<file path="src/rtl/regfile_write_arbiter_pkg.sv">
// Shared definitions for the register-file write arbiter: default widths,
// register count and the sweep/run state encoding.
package regfile_pkg;

  localparam int DATA_W_DEF = 32;
  localparam int ADDR_W_DEF = 5;
  localparam int NUM_REGS   = 2 ** ADDR_W_DEF;

  typedef enum logic {
    INIT = 1'b0,
    RUN  = 1'b1
  } state_t;

  function automatic int regCount(input int addrW);
    return 2 ** addrW;
  endfunction

endpackage

</file>
<file path="src/rtl/regfile_write_arbiter_rr.sv">
// Two-input round-robin arbiter: a lone request wins outright, a tie goes to
// the pointer, and every grant moves the pointer to the other requester.
module rr_arbiter2 (
  input  logic       clk,
  input  logic       reset,
  input  logic [1:0] valid,
  input  logic       advance,
  output logic [1:0] grant
);

  logic ptr;

  always_comb begin
    grant = valid;
    if (valid == 2'b11) begin
      grant = ptr ? 2'b10 : 2'b01;
    end
  end

  // Granting requester 0 hands priority to requester 1 and vice versa.
  always_ff @(posedge clk or negedge reset) begin
    if (!reset) begin
      ptr <= 1'b0;
    end else if (advance && (grant != 2'b00)) begin
      ptr <= grant[0];
    end
  end

endmodule

</file>
<file path="src/rtl/regfile_write_arbiter.sv">
// Register-file write port arbiter: clears every register after reset, then
// merges two valid/ready write requesters into one registered write port.
//
// Handshake: a request transfers in any cycle where req_valid[i] and
// req_ready[i] are both high; a requester not granted keeps valid, addr and
// data stable until it is, and req_ready never depends on anything but
// req_valid, the priority pointer and the current state.
module regfile_write_arbiter
  import regfile_pkg::*;
#(
  parameter int DATA_W = DATA_W_DEF,
  parameter int ADDR_W = ADDR_W_DEF
) (
  input  logic              clk,
  input  logic              reset,
  input  logic [1:0]        req_valid,
  input  logic [ADDR_W-1:0] req_addr0,
  input  logic [ADDR_W-1:0] req_addr1,
  input  logic [DATA_W-1:0] req_data0,
  input  logic [DATA_W-1:0] req_data1,
  output logic [1:0]        req_ready,
  output logic [ADDR_W-1:0] WriteRegister,
  output logic [DATA_W-1:0] WriteData,
  output logic              RegWrite,
  output logic              init_done,
  output state_t            dbgState
);

  // One extra counter bit lets the sweep run one step past the last
  // register, which is the cycle spent before entering RUN.
  localparam int              CNT_W    = ADDR_W + 1;
  localparam logic [CNT_W-1:0] LAST_REG = CNT_W'(regCount(ADDR_W) - 1);

  state_t            state, stateNxt;
  logic [CNT_W-1:0]  sweepCnt, sweepCntNxt;
  logic              regWriteNxt;
  logic [ADDR_W-1:0] writeRegNxt;
  logic [DATA_W-1:0] writeDataNxt;
  logic              initDoneNxt;
  logic [1:0]        arbValid;
  logic [1:0]        grant;
  logic              xfer;
  logic [ADDR_W-1:0] selAddr;
  logic [DATA_W-1:0] selData;

  assign arbValid = (state == RUN) ? req_valid : 2'b00;

  rr_arbiter2 u_rr (
    .clk     (clk),
    .reset   (reset),
    .valid   (arbValid),
    .advance (state == RUN),
    .grant   (grant)
  );

  assign req_ready = grant;
  assign xfer      = |(req_valid & req_ready);
  assign selAddr   = req_ready[1] ? req_addr1 : req_addr0;
  assign selData   = req_ready[1] ? req_data1 : req_data0;
  assign dbgState  = state;

  always_ff @(posedge clk or negedge reset) begin
    if (!reset) begin
      state         <= INIT;
      sweepCnt      <= CNT_W'(1);
      RegWrite      <= 1'b0;
      WriteRegister <= '0;
      WriteData     <= '0;
      init_done     <= 1'b0;
    end else begin
      state         <= stateNxt;
      sweepCnt      <= sweepCntNxt;
      RegWrite      <= regWriteNxt;
      WriteRegister <= writeRegNxt;
      WriteData     <= writeDataNxt;
      init_done     <= initDoneNxt;
    end
  end

  always_comb begin
    stateNxt = state;
    if ((state == INIT) && (sweepCnt > LAST_REG)) begin
      stateNxt = RUN;
    end
  end

  always_comb begin
    sweepCntNxt  = sweepCnt;
    regWriteNxt  = 1'b0;
    writeRegNxt  = WriteRegister;
    writeDataNxt = WriteData;
    initDoneNxt  = init_done;
    case (state)
      INIT: begin
        if (sweepCnt <= LAST_REG) begin
          regWriteNxt  = 1'b1;
          writeRegNxt  = sweepCnt[ADDR_W-1:0];
          writeDataNxt = '0;
          sweepCntNxt  = sweepCnt + 1'b1;
        end else begin
          initDoneNxt = 1'b1;
        end
      end
      RUN: begin
        // Register 0 is hardwired zero: the handshake completes but nothing is written.
        if (xfer) begin
          regWriteNxt  = (selAddr != '0);
          writeRegNxt  = selAddr;
          writeDataNxt = selData;
        end
      end
      default: begin
        regWriteNxt = 1'b0;
      end
    endcase
  end

endmodule

</file>
<file path="config.mk">
export PLATFORM = sky130hd
export DESIGN_NAME = regfile_write_arbiter
export DESIGN_NICKNAME = d
export VERILOG_FILES = /design/src/rtl/regfile_write_arbiter_pkg.sv /design/src/rtl/regfile_write_arbiter_rr.sv /design/src/rtl/regfile_write_arbiter.sv
export SDC_FILE = /design/constraint.sdc
export NUM_CORES = 1
export LEC_CHECK = 0
export CORE_ASPECT_RATIO = 2
export CORE_UTILIZATION = 44
export CTS_CLUSTER_DIAMETER = 150
export DETAILED_ROUTE_END_ITERATION = 10
export GPL_TIMING_DRIVEN = 0
export PLACE_DENSITY = 0.83
export SYNTH_ARGS = -nofsm -noshare
export SYNTH_HDL_FRONTEND = slang
export SYNTH_HIERARCHICAL = 1
export SYNTH_SLANG_ARGS = --single-unit
</file>
<file path="constraint.sdc">
create_clock -name clk -period 4.1 [get_ports clk]
set_input_delay 0.615 -clock clk [delete_from_list [all_inputs] [get_ports clk]]
set_output_delay 0.615 -clock clk [all_outputs]
set_load 0.01 [all_outputs]
</file>
==> qor.txt <==
Worst Path Required: 3480 ps
Slew @ Worst Pin: 495 ps
Core ar.: 0.00552 mm2
Starting density of the core: 46.1%
Cells after DPL: 388
Crit path buffers/inverters: 3
Mapped cell area: 0.00254 mm2
Post-synth EDFFs: 0
Leading area contributor after synthesis: dfrtp_1
Worst Setup End Kind: output pin
Tot Pwr: 1.42 mW
Most numerous cell in the Yosys netlist: mux2i_1
RSZ-0062 raised after global routing: no
Critical path depth: 5
Max_slew headroom: 67.0%
Tmin final: 3150 ps
Fin Setup TNS: 0 ps
Global Route Usage Sum: 20.3%
Detail Route Antenna Nets: 0
Crit Reg-Reg Startpoint: init_done$_DFFE_PN0N_
Final hold vios: 0
IO Count: 120
H-tree depth: 2
Initial DRC count: 61
Share of layout cells above drive strength 1: 14.9%
Clk_lat worst skew: 290 ps
Status: completed
Period utilization: 76.7%
Synth unique cells: 29
Crit path launch type: flop
Die height: 110 um
Number of global-route vias before repair: 2093
Crit path DAT: 2530 ps
Post-Synthesis Cells: 208
Max IR drop VDD: 0.000312 V
Placed inst area: 0.00383 mm2
End of the critical path: req_ready[0]
First-pass GRT wire length: 9690 um
Maximum fanout along the worst path: 10
Die Wd: 55.8 um
CP max stage delay: 640 ps
Top delay family on crit path: buffers and inverters
IO buf count: 119
R2r worst-path depth: 8
Endpoints failing setup: 0
Largest cells by area after synthesis: dfrtp_1 (44%), mux2i_1 (20%), mux2_4 (11%)
CTS tree: built
Root buf cell: clkbuf_8
Yosys warns: 6
Worst setup startpoint: init_done$_DFFE_PN0N_
CTS Buf Count: 5
Leakage power total: 1.77 nW
Detailed Place HPWL: 4860 um
CTS max path bufs: 2
Placer congestion estimate: 0.752
Clock sink count: 46
Setup Skew: 3.03 ps
Syn nets: 287
Drc violations: 0
Setup Buffers After CTS: 0
Hold buffers post-CTS: 0
Post-route insts no fill: 396
Post-synth top flop: dfrtp_1
DRT Wirelength: 6050 um
FF/Latch Area: 0.00115 mm2
Final core occ: 71.1%
Yosys top cell area share: 44.2%
Worst hold path type: primary input to asynchronous set/reset pin
PwrDens: 362 mW/mm2
Fmax achieved: 318 MHz
Nets: 414
Antenna violations before repair: 0
Synth Register Bits: 46
Slowest-stage cell, CP: clkdlybuf4s50_1
Rows: 38
Area growth from synthesis to layout: 54.1%
DRT Pass-1 Iters: 4
Drt via density: 5.03
Post-CTS Resized: 0
Reg-to-reg slack, setup: 1370 ps
Drt wl/cell: 15.3 um
CP cell instances: buf_4 -> clkbuf_1 -> and2_1 -> a21boi_0 -> clkdlybuf4s50_1
CP Class: flop to output pin
Synth top cells by count: mux2i_1 (50), dfrtp_1 (45), mux2_4 (19), nor2b_1 (19), nand2_1 (18)
CTS clk-pin slew, worst paths: 90 ps
FF-to-FF End: WriteData[2]$_DFFE_PN0P_
Routed via count: 1991
Largest net degree at the start of global routing: 28
Sequential area share after synthesis: 45.3%
Footprint of the multi-input gates: 0.00127 mm2
Max cap viols: 0
Fillers: 431
Final std cell area, no fill: 0.00392 mm2
Syn Area/Cell: 12.2 um2
Final Slew Violations: 0
N_diodes: 0
GR Overflow Total: 0
Asr flop ratio synth: 100%
Die area: 0.00611 mm2
[registers in the layout (all words and copies together) (netlist names)]
signal         count
sweepCnt           6
init_done          1
RegWrite           1
WriteData         32
u_rr/ptr           1
WriteRegister      5
[worst reg2reg max path, stage by stage, from the launching register on]
cell and delay, ps:
dfrtp_1 430, buf_4 200, clkbuf_1 340, and2_1 220
a21boi_0 410, a22oi_4 150, mux2i_4 340, buf_8 220
mux2_4 310
[how the worst min path moves through the flow]
stage	to
floorplan	RegWrite$_DFF_PN0_
global placement	u_rr/ptr$_DFFE_PN0P_
detailed placement	WriteData[6]$_DFFE_PN0P_
CTS	WriteData[18]$_DFFE_PN0P_
global route	WriteData[14]$_DFFE_PN0P_
finish	WriteData[14]$_DFFE_PN0P_
[per-layer routing]
metal  wire, um  up-vias  track usage [%]
li1           -      968                -
met1       2200      955             22.0
met2       3580       66             40.4
met3        235        2             3.41
met4         28        0             4.29
met5          0        -                0
[layout by cell type (no fill, tap or decap), types with 2 or more instances in the layout]
master           instances
mux2_4                  19
buf_4                    6
nand4_1                  3
and2_1                   2
dfrtp_1                 45
buf_8                    2
clkbuf_8                 6
mux2_2                   5
nand2_1                 18
buf_6                    2
a21oi_1                  7
xnor2_1                  4
clkbuf_1                 3
nor2_1                   8
mux2i_1                 50
nor2b_1                 19
clkdlybuf4s50_1        118
buf_2                    3
[cells by family after synthesis]
kind of cell	share of synthesized area, %
compound gates	3.74
buf+inv	4.97
fa+ha+maj	0.492
mux	34.0
flops	45.3
simple gates	10.2
xor+xnor	1.38
[stage by stage]
step                      hold slack, ps  worst slack (ps)
after CTS                            295               948
after global routing                 297               843
after floorplan                      319              1480
after detailed placement             493              1110
after global placement               481              1110
final                                279               955
[power breakdown]
group | internal [mW] | total [mW] | switching (mW)
registers | 0.541 | 0.591 | 0.0499
clock network | 0.136 | 0.287 | 0.151
logic | 0.351 | 0.542 | 0.191
total | 1.03 | 1.42 | 0.392
[area by class of cell]
type / count / share of cell area [%]
Multi-Input combinational cell: 145 / 32.3
Timing Repair Buffer: 120 / 30.8
Sequential cell: 46 / 29.4
Buffer: 15 / 3.03
Clock buffer: 6 / 2.11
Tap cell: 60 / 1.91
Clock inverter: 2 / 0.319
Inverter: 2 / 0.191
Power figures use the tool's default switching activity.
